## src/rtl/pc_gen.sv

```systemverilog
// Program-counter generator: trap > redirect > return > stall > sequential.
// Optional return-address stack is compiled in when PC_RAS_EN is defined.
module pc_gen #(
    parameter int          XLEN       = 32,
    parameter logic [63:0] INITIAL_PC = 64'h0000_0000_8000_0000,
    parameter int          C_EXT      = 0,
    parameter int          RAS_DEPTH  = 4
) (
    input  logic            clk,
    input  logic            reset,
    input  logic            stall,
    input  logic            redirect_valid,
    input  logic [XLEN-1:0] redirect_addr,
    input  logic            trap_valid,
    input  logic [XLEN-1:0] trap_vector,
    input  logic            is_compressed,
    input  logic            call_push,
    input  logic            ret_pop,
    output logic [XLEN-1:0] out_addr,
    output logic            misaligned,
    output logic            ras_empty
);

    localparam logic [XLEN-1:0] RESET_PC   = INITIAL_PC[XLEN-1:0];
    localparam logic [XLEN-1:0] ALIGN_MASK = (C_EXT != 0) ? XLEN'(1) : XLEN'(3);

    logic [XLEN-1:0] step;
    logic [XLEN-1:0] seq_addr;
    logic            redirect_bad;
    logic            pop_sel;
    logic [XLEN-1:0] ras_top_data;

    assign step         = ((C_EXT != 0) && is_compressed) ? XLEN'(2) : XLEN'(4);
    assign seq_addr     = out_addr + step;
    assign redirect_bad = |(redirect_addr & ALIGN_MASK);

    always_ff @(posedge clk) begin
        if (!reset) begin
            out_addr   <= RESET_PC;
            misaligned <= 1'b0;
        end else begin
            misaligned <= 1'b0;
            if (trap_valid) begin
                out_addr <= trap_vector & ~ALIGN_MASK;
            end else if (redirect_valid) begin
                // a rejected target holds the PC; the request is consumed either way
                if (redirect_bad) begin
                    misaligned <= 1'b1;
                end else begin
                    out_addr <= redirect_addr;
                end
            end else if (pop_sel) begin
                out_addr <= ras_top_data;
            end else if (!stall) begin
                out_addr <= seq_addr;
            end
        end
    end

`ifdef PC_RAS_EN
    localparam int          PW       = $clog2(RAS_DEPTH);
    localparam logic [PW:0] RAS_FULL = (PW + 1)'(RAS_DEPTH);

    logic [XLEN-1:0] ras_mem [RAS_DEPTH];
    logic [PW-1:0]   ras_top;
    logic [PW-1:0]   ras_wr_idx;
    logic [PW:0]     ras_cnt;
    logic            push_en;

    assign push_en      = call_push && !stall && !trap_valid;
    assign pop_sel      = ret_pop && !trap_valid && !redirect_valid && (ras_cnt != '0);
    assign ras_top_data = ras_mem[ras_top];
    assign ras_empty    = (ras_cnt == '0);
    assign ras_wr_idx   = pop_sel ? ras_top : ras_top + 1'b1;

    // pointer wraps naturally, so a push into a full stack overwrites the oldest entry
    always_ff @(posedge clk) begin
        if (!reset) begin
            ras_top <= '0;
            ras_cnt <= '0;
        end else if (push_en && !pop_sel) begin
            ras_top <= ras_top + 1'b1;
            if (ras_cnt != RAS_FULL) begin
                ras_cnt <= ras_cnt + 1'b1;
            end
        end else if (pop_sel && !push_en) begin
            ras_top <= ras_top - 1'b1;
            ras_cnt <= ras_cnt - 1'b1;
        end
    end

    always_ff @(posedge clk) begin
        if (reset && push_en) begin
            ras_mem[ras_wr_idx] <= seq_addr;
        end
    end
`else
    logic unused_ras;

    assign unused_ras   = call_push ^ ret_pop;
    assign pop_sel      = 1'b0;
    assign ras_top_data = '0;
    assign ras_empty    = 1'b1;
`endif

endmodule

```

## config.mk

```make
export PLATFORM = sky130hd
export DESIGN_NAME = pc_gen
export DESIGN_NICKNAME = d
export VERILOG_FILES = /design/src/rtl/pc_gen.sv
export SDC_FILE = /design/constraint.sdc
export NUM_CORES = 1
export LEC_CHECK = 0
export CAP_MARGIN = 20
export CORE_AREA = 8 8 88 90
export DETAILED_ROUTE_END_ITERATION = 6
export DIE_AREA = 0 0 96 98
export HOLD_SLACK_MARGIN = 0.06
export PLACE_DENSITY = 0.73
export SLEW_MARGIN = 10
export SYNTH_ARGS = -nofsm -noshare
export SYNTH_HDL_FRONTEND = slang
export SYNTH_SLANG_ARGS = --single-unit
```

## constraint.sdc

```tcl
create_clock -name clk -period 1.7 [get_ports clk]
set_input_delay 0.34 -clock clk [delete_from_list [all_inputs] [get_ports clk]]
set_output_delay 0.34 -clock clk [all_outputs]
set_load 0.02 [all_outputs]
```

==> results.json, run 1 <==
{
  "status": "complete, no violations",
  "cts_root_buffer": "clkbuf_8",
  "async_flop_share_pct": 0,
  "num_rows": 30,
  "rsz0062_at_grt": "yes",
  "syn-num-nets": 384,
  "cpPeakStageDelay_ns": 0.63,
  "cp.required_ns": 1.36,
  "yosys_most_used_dff": "dfxtp_1",
  "grtUsageMet2_pct": 32.3,
  "fin_cells": 546,
  "nNetsFinal": 538,
  "maxCapViolations": 0,
  "synth.largest_area_cell": "dfxtp_1",
  "htreeDepth": 2,
  "synth_most_common_cell": "a21oi_1",
  "synthCells": 311,
  "area_growth_pct": 76.7,
  "grtUsageMet1_pct": 22.8,
  "die_h_um": 98,
  "drv_slew": 0,
  "synth_area_mm2": 0.00232,
  "die_x_um": 96,
  "synthTopCellsByCount": "a21oi_1, dfxtp_1, o21ai_0",
  "critPathTopFamily": "buffers and inverters",
  "whs_ns": 0.436,
  "grt_start_max_net_pins": 22,
  "fmax_mhz": 600,
  "num_antenna_cells": 0,
  "worstSkewPairLatency_ns": 0.29,
  "yosys.cell_types.count": 54,
  "dp_hpwl_mm": 7.16,
  "synth_edf_count": 0,
  "power_density_mw_per_mm2": 572,
  "dieArea_mm2": 0.00941,
  "preCtsSetupSlack_ns": -0.417,
  "critPathLaunchType": "register",
  "ys_seq_elements": 33,
  "met3_usage_pct": 5.30,
  "wl_per_cell_um": 17.0,
  "max-vdd-ir-drop_mv": 0.301,
  "path_cells": "clkdlybuf4s50_1",
  "dp_cells": 532,
  "path_max_fanout": 5,
  "start_util_pct": 35.7,
  "finalClockSkew_ns": 0.00730,
  "critPathKind": "register to output pin",
  "synth_top_area_share_pct": 28.5,
  "cp_data_arrival_time_ns": 1.33,
  "hold_viol": 0,
  "ys_seq_area_share_pct": 28.5,
  "place_congestion": 0.891,
  "rrSetupSlack_ns": 0.04,
  "syn_avg_cell_area_um2": 7.46,
  "hp-class": "primary input to register",
  "num_vias": 3053,
  "cts_tree": "yes",
  "synth_warnings": 0,
  "busiest_layer": "met2",
  "setup_viol": 0,
  "drc": 0,
  "p_leak_uw": 0.00181,
  "clock_sinks": 33,
  "grt.total_usage_pct": 19.2,
  "path_buf_inv": 1,
  "fin_crit_sh_pct": 98.1,
  "numCtsBuffers": 5,
  "min_period_ns": 1.67,
  "grt_pass1_vias": 3135,
  "drive_gt1_share_pct": 25.8,
  "portBuffers": 99,
  "drt-total-wl_mm": 9.26,
  "clkTransAtPathRegs_ns": 0.07,
  "n_fill_cell": 595,
  "synth_area_leaders": "dfxtp_1, a21oi_1, o21ai_0",
  "io_pins": 106,
  "postRouteAntennaNets": 0,
  "antenna_found_initial": 0,
  "critPathSlowestCell": "clkdlybuf4s50_1",
  "grt_pass1_wl_mm": 14.8,
  "clockBufferDepth": 2,
  "vias_per_cell": 5.59,
  "core-area_mm2": 0.00649,
  "drt-initial-drc-count": 143,
  "postLayoutSetupSlackWorst_ns": 0.0331,
  "first_pass_iters": 5,
  "end_kind": "output pin",
  "overflow": 0
}
-- power breakdown --
group / leakage (µW) / internal [µW] / switching, µW / total [µW]
clock network: 0.0000450 / 284 / 317 / 601
registers: 0.000278 / 838 / 64.0 / 902
logic: 0.00149 / 456 / 385 / 841
-- final cells by class --
type | instances | area (µm²) | area share [%]
clock buffers | 6 | 72.6 | 1.77
clock inverters | 2 | 10.0 | 0.244
inverters | 8 | 30.0 | 0.732
multi-input cells | 243 | 1600 | 39.0
flip-flops and latches | 33 | 681 | 16.6
well taps | 80 | 100 | 2.44
repair buffers | 174 | 1610 | 39.2
-- tightest hold or removal path, stage by stage --
cell,delay [ns]
dlymetal6s2s_1,0.10
nor2_1,0.07
nor3_1,0.16
-- routing by layer --
layer	vias up	wire [µm]
met5	-	0
met4	0	99
met3	12	775
met2	116	4490
met1	1420	3900
li1	1505	-
-- through the flow --
stage / util (%) / instance area, µm² / setup TNS [ns] / power [µW]
final: 63.1 / 4100 / 0 / 2340
after global routing: 63.1 / 4100 / -0.197 / 2460
after CTS: 61.7 / 4000 / 0 / 2330
after detailed placement: 60.2 / 3910 / -9.62 / 1760
after global placement: 60.2 / 3910 / -8.67 / 1750
after floorplan: - / 2360 / -0.0806 / 1260
-- cells in the final DEF, fill, tap and decap left out, types with 4 or more instances in the layout --
cell type / synthesis / final
buf_12: 0 / 4
clkdlybuf4s50_1: 0 / 69
o21ai_0: 26 / 24
a21oi_1: 37 / 37
clkbuf_8: 0 / 5
dfxtp_2: 0 / 13
inv_1: 7 / 7
dfxtp_1: 33 / 19
nor2_1: 21 / 19
buf_4: 2 / 67
nand4_1: 12 / 12
a221oi_1: 7 / 5
a31oi_1: 7 / 7
a211oi_1: 5 / 5
nand3_1: 11 / 7
dlymetal6s2s_1: 0 / 7
nand2_1: 24 / 24
dlygate4sd2_1: 0 / 23
nand3_2: 1 / 4
buf_6: 0 / 4
o221ai_1: 4 / 4
xor2_1: 5 / 5
mux2i_1: 9 / 9
and3_1: 11 / 11
a41oi_1: 4 / 4
-- worst paths after layout --
path | startpoint | endpoint | cells past startpoint
worst max-delay path | out_addr[27] | out_addr[27] | 1
worst min register to register | register | register | 1
worst max register to register | out_addr[2] | out_addr[18] | 7
worst min-delay path | redirect_addr[1] | misaligned | 3
-- flip-flops by register name, indices dropped and copies added, names as in the netlist, named ones only --
name        count
out_addr       30
misaligned      1
-- what timing repair did --
item                                    CTS  global route
pin swaps                                 5            10
endpoints found under the setup margin   45            27
hold buffers                              0             0
resized for setup                        31            18
buffers inserted                          2             3
gates cloned                              0             1
-- cells by family (layout without fill, tap and decap cells) --
family                   after synthesis  after routing  synth area share, %
AND/OR/NAND/NOR                      107            107                 25.0
XOR/XNOR                               7              7                 2.64
flip-flops                            33             33                 28.5
multiplexers                           9              9                 3.88
other                                  1              1                0.162
adder cells (fa/ha/maj)                1              1                0.539
buffers and inverters                 35            190                 6.15
AO/OA/AOI/OAI                        118            118                 33.2
Power figures use the tool's default switching activity.
==> inputs of run 2 (changes only) <==
- CORE_AREA: 8 8 88 90 -> 8 8 81 83
- DIE_AREA: 0 0 96 98 -> 0 0 89 91
- PLACE_DENSITY: 0.73 -> 0.83
- clock period: 1.7 -> 2.15 ns (I/O delays scaled with it)
==> run 2 against run 1 <==
Compared with the run above:
- wire length shrank 2.7%
- hold slack better by 0.048 ns
- largest power group unchanged
- critical endpoint is now out_addr[28]
- cell area is 10% lower
==> results.json, run 2 (same netlist as run 1, synthesis figures left out) <==
{
  "drt-total-wl_mm": 9.02,
  "io_pins": 106,
  "dp_cells": 489,
  "cts_root_buffer": "clkbuf_8",
  "post_cts_buffers": 0,
  "path_max_fanout": 9,
  "vias_per_cell": 6.02,
  "numCtsBuffers": 5,
  "fin_cells": 496,
  "cts_tree": "yes",
  "die_x_um": 89,
  "critPathSlowestCell": "dfxtp_1",
  "grt_pass1_wl_mm": 14.4,
  "stdcell_area_mm2": 0.00367,
  "setup_viol": 0,
  "place_congestion": 0.889,
  "status": "complete, no violations",
  "holdBufCountCts": 0,
  "core-area_mm2": 0.00534,
  "cts_resized": 0,
  "clkTransAtPathRegs_ns": 0.07,
  "dp_hpwl_mm": 6.74,
  "path_buf_inv": 1,
  "nNetsFinal": 497,
  "rrSetupSlack_ns": 0.19,
  "portBuffers": 99,
  "grt_pass1_vias": 3089,
  "p_total_uw": 1810,
  "htreeDepth": 2,
  "r2r-start": "out_addr[3]",
  "first_pass_iters": 5,
  "dieArea_mm2": 0.00810,
  "hp-class": "register to register",
  "slew_headroom_pct": 63.4,
  "grt_start_max_net_pins": 26,
  "cpPeakStageDelay_ns": 0.43,
  "clock_sinks": 33,
  "grt.total_usage_pct": 22.0,
  "num_antenna_cells": 0,
  "postRouteAntennaNets": 0,
  "critPathLaunchType": "register",
  "drive_gt1_share_pct": 12.0,
  "overflow": 0,
  "largest_reg_flops": 30,
  "cp.required_ns": 2.33,
  "hold_viol": 0,
  "fmax_mhz": 510,
  "top_register": "out_addr",
  "wl_per_cell_um": 18.2,
  "num_rows": 27,
  "max-vdd-ir-drop_mv": 0.285,
  "num_vias": 2987,
  "r2r_cells": 7,
  "start_util_pct": 43.5,
  "die_h_um": 91,
  "finalClockSkew_ns": 0.00362,
  "tightest_slew_ns": 0.546,
  "path_cells": "ha_1 > nand3_1 > nor2_1 > buf_4 > and3_1 > a41oi_1 > o221a_2",
  "fin_util_pct": 68.8,
  "dpl_cell_area_mm2": 0.00358,
  "cp_data_arrival_time_ns": 2.14,
  "r2r-end": "out_addr[28]",
  "largestRegisters": "out_addr x30, misaligned x1",
  "rsz0062_at_grt": "no",
  "drt-initial-drc-count": 310,
  "antenna_found_initial": 0,
  "p_leak_uw": 0.00142,
  "fin_crit_sh_pct": 91.1,
  "area_growth_pct": 58.3,
  "maxCapViolations": 0,
  "critPathKind": "register to register",
  "end_kind": "register",
  "critPathTopFamily": "simple AND/OR/NAND/NOR gates",
  "clockBufferDepth": 2,
  "min_period_ns": 1.96,
  "final_common_cell": "clkdlybuf4s50_1",
  "hold-path-cell-count": 1,
  "worstSkewPairLatency_ns": 0.29,
  "drc": 0,
  "final_cell_mix": "clkdlybuf4s50_1, a21oi_1, dfxtp_1, buf_4, o21ai_0",
  "power_density_mw_per_mm2": 493,
  "whs_ns": 0.484,
  "drv_slew": 0
}
==> run 2: per-stage QoR <==
| stage | setup WS, ns | TNS, ns |
|---|---|---|
| final | 0.191 | 0 |
| after global routing | 0.0710 | 0 |
| after CTS | 0.201 | 0 |
| after detailed placement | -0.0646 | -0.281 |
| after global placement | -0.0244 | -0.0510 |
| after floorplan | 0.180 | 0 |
==> run 2: cell type report <==
cell class,instances,area (µm²)
Multi-Input combinational cell,243,1520
Tap cell,72,90.1
Inverter,8,30.0
Sequential cell,33,661
Timing Repair Buffer,133,1280
Clock buffer,7,86.3
Fill cell,458,1660
==> run 2: worst max-delay path by stage <==
stage / startpoint / to / slack [ns] / depth (start not counted)
5_1_grt: out_addr[3] / out_addr[28] / 0.07 / 7
3_3_place_gp: redirect_valid / out_addr[29] / -0.02 / 8
2_1_floorplan: out_addr[2] / out_addr[16] / 0.18 / 7
6_report: out_addr[3] / out_addr[28] / 0.19 / 7
3_5_place_dp: redirect_valid / out_addr[17] / -0.06 / 7
4_1_cts: out_addr[3] / out_addr[14] / 0.20 / 6
==> run 2: routing by layer <==
layer	track usage, %	share of wire, %	vias to the layer above	wire [µm]
li1	-	-	1411	-
met1	25.6	40	1383	3580
met2	37.4	49	176	4390
met3	6.85	10	17	931
met5	0	0	-	0
met4	6.10	1.2	0	110
==> run 2: power by group <==
| group | leakage [µW] | total, µW | internal [µW] | switching (µW) |
|---|---|---|---|---|
| Sequential | 0.000273 | 724 | 659 | 64.4 |
| Clock | 0.0000443 | 486 | 254 | 232 |
| Combinational | 0.00110 | 603 | 326 | 278 |
==> run 2: worst reg2reg max path, delay by kind of cell (launching register included) <==
| kind | cells | cell delay (ns) |
|---|---|---|
| AO/OA/AOI/OAI | 2 | 0.38 |
| flip-flops | 1 | 0.43 |
| AND/OR/NAND/NOR | 3 | 0.63 |
| adder cells (fa/ha/maj) | 1 | 0.23 |
| buffers and inverters | 1 | 0.19 |
==> inputs of run 3 (changes only) <==
- CORE_AREA: 8 8 81 83 -> 8 8 86 88
- DIE_AREA: 0 0 89 91 -> 0 0 94 96
- GPL_ROUTABILITY_DRIVEN: default -> 0
- PLACE_DENSITY: 0.83 -> 0.74
==> run 3 against run 2 <==
Compared with the run above:
- hold slack gained 0.0078 ns
- cell count grew 1.8%
- clock-buffer cell count is the same
- fmax shrank 1.4%
- worst setup slack lost 0.027 ns
- global-route usage shrank 2.6 points
- first-iteration DRC count shrank 50%
- clock power grew 12%
- cell area grew 0.68%
- critical endpoint is now out_addr[27]
- largest power group unchanged
==> results.json, run 3 (same netlist as run 1, synthesis figures left out) <==
{
  "worstSkewPairLatency_ns": 0.29,
  "postRouteAntennaNets": 0,
  "min_period_ns": 1.99,
  "sw_frac_of_total_pct": 31.6,
  "multi_input_area_mm2": 0.00152,
  "wl_per_cell_um": 17.8,
  "n_fill_cell": 541,
  "largestRegisters": "out_addr x30, misaligned x1",
  "drt-met1-wl_mm": 3.75,
  "area_growth_pct": 59.4,
  "end_kind": "register",
  "power.internal_uw": 1280,
  "top_register": "out_addr",
  "numCtsBuffers": 5,
  "die_h_um": 96,
  "critPathKind": "register to register",
  "grt.total_usage_pct": 19.4,
  "status": "complete, no violations",
  "pwr-share-seq_pct": 38.6,
  "io_pins": 106,
  "portBuffers": 99,
  "antenna_found_initial": 0,
  "final_common_cell": "clkdlybuf4s50_1",
  "htreeDepth": 2,
  "startpoint": "out_addr[10]",
  "critPathLaunchType": "register",
  "first_pass_iters": 4,
  "cp_data_arrival_time_ns": 2.21,
  "final_cell_mix": "clkdlybuf4s50_1, a21oi_1, buf_4, dfxtp_1, o21ai_0",
  "critPathSlowestCell": "nor4_4",
  "largest_reg_flops": 30,
  "drv_slew": 0,
  "cts_resized": 0,
  "num_rows": 29,
  "path_buf_inv": 0,
  "wl_met2_mm": 4.42,
  "seq_area_um2": 661,
  "fmax_mhz": 503,
  "combPwrFrac_pct": 32.4,
  "path_max_fanout": 8,
  "num_vias": 2940,
  "grt_start_max_net_pins": 33,
  "top_layer": "met4",
  "core-area_mm2": 0.00610,
  "dp_cells": 497,
  "clockBufferDepth": 2,
  "dp_hpwl_mm": 6.90,
  "wl_met3_um": 709,
  "whs_ns": 0.491,
  "critPathTopFamily": "simple AND/OR/NAND/NOR gates",
  "setup_viol": 0,
  "path_cells": "nand3_2 > nor4_4 > nand4_1 > or4_1 > a31oi_1",
  "clkTransAtPathRegs_ns": 0.08,
  "hp-class": "register to register",
  "fin_crit_sh_pct": 92.4,
  "drt-initial-drc-count": 156,
  "dieArea_mm2": 0.00902,
  "cts_root_buffer": "clkbuf_8",
  "vias_per_cell": 5.82,
  "r2r-start": "out_addr[10]",
  "overflow": 0,
  "fin_cells": 505,
  "maxCapViolations": 0,
  "drive_gt1_share_pct": 12.9,
  "hold_viol": 0,
  "power.net_switching_uw": 589,
  "clockPowerShare_pct": 29.1,
  "grt_pass1_wl_mm": 14.1,
  "cp.required_ns": 2.37,
  "drc": 0,
  "p_leak_uw": 0.00144,
  "cts_tree": "yes",
  "grt_pass1_vias": 2895,
  "rsz0062_at_grt": "no",
  "clock_sinks": 33,
  "holdBufCountCts": 0,
  "power_density_mw_per_mm2": 505,
  "die_x_um": 94,
  "nNetsFinal": 500,
  "start_util_pct": 38.1,
  "max-vdd-ir-drop_mv": 0.293,
  "postLayoutSetupSlackWorst_ns": 0.164,
  "post_cts_buffers": 0,
  "drt-total-wl_mm": 8.98,
  "cpPeakStageDelay_ns": 0.51,
  "finalClockSkew_ns": 0.00758,
  "preCtsSetupSlack_ns": -0.0773,
  "num_antenna_cells": 0
}
## run 3: per-stage QoR
step                total power (µW)  utilization (%)  instance area (µm²)  setup TNS, ns
floorplan                        993                -                 2320              0
global placement                1320             59.0                 3600         -0.157
detailed placement              1330             59.0                 3600         -0.720
CTS                             1860             60.7                 3700              0
global route                    1950             60.7                 3700              0
finish                          1870             60.7                 3700              0
## run 3: layout make-up
class | instances | area share, %
multi-input cells | 243 | 41.0
flip-flops and latches | 33 | 17.9
inverters | 8 | 0.812
clock inverters | 1 | 0.135
clock buffers | 7 | 2.60
repair buffers | 136 | 35.0
well taps | 77 | 2.60
## run 3: path summary, 6_finish.rpt
path | slack [ns] | endpoint | depth (start not counted)
max | 0.16 | out_addr[27] | 5
min | 0.49 | register | 1
min reg2reg | 0.49 | register | 1
max reg2reg | 0.16 | out_addr[27] | 5
## run 3: power groups by stage
stage               sequential [µW]  combinational (µW)  clock (µW)
floorplan                       785                 208           0
global placement                730                 593           0
detailed placement              732                 602           0
CTS                             718                 605         537
global route                    727                 651         569
finish                          720                 604         542
## run 3: layer usage
| metal | global-route usage, % | up-vias |
|---|---|---|
| met5 | 0 | - |
| met4 | 5.15 | 0 |
| met3 | 5.46 | 10 |
| met2 | 33.3 | 124 |
| met1 | 23.2 | 1383 |
| li1 | - | 1423 |
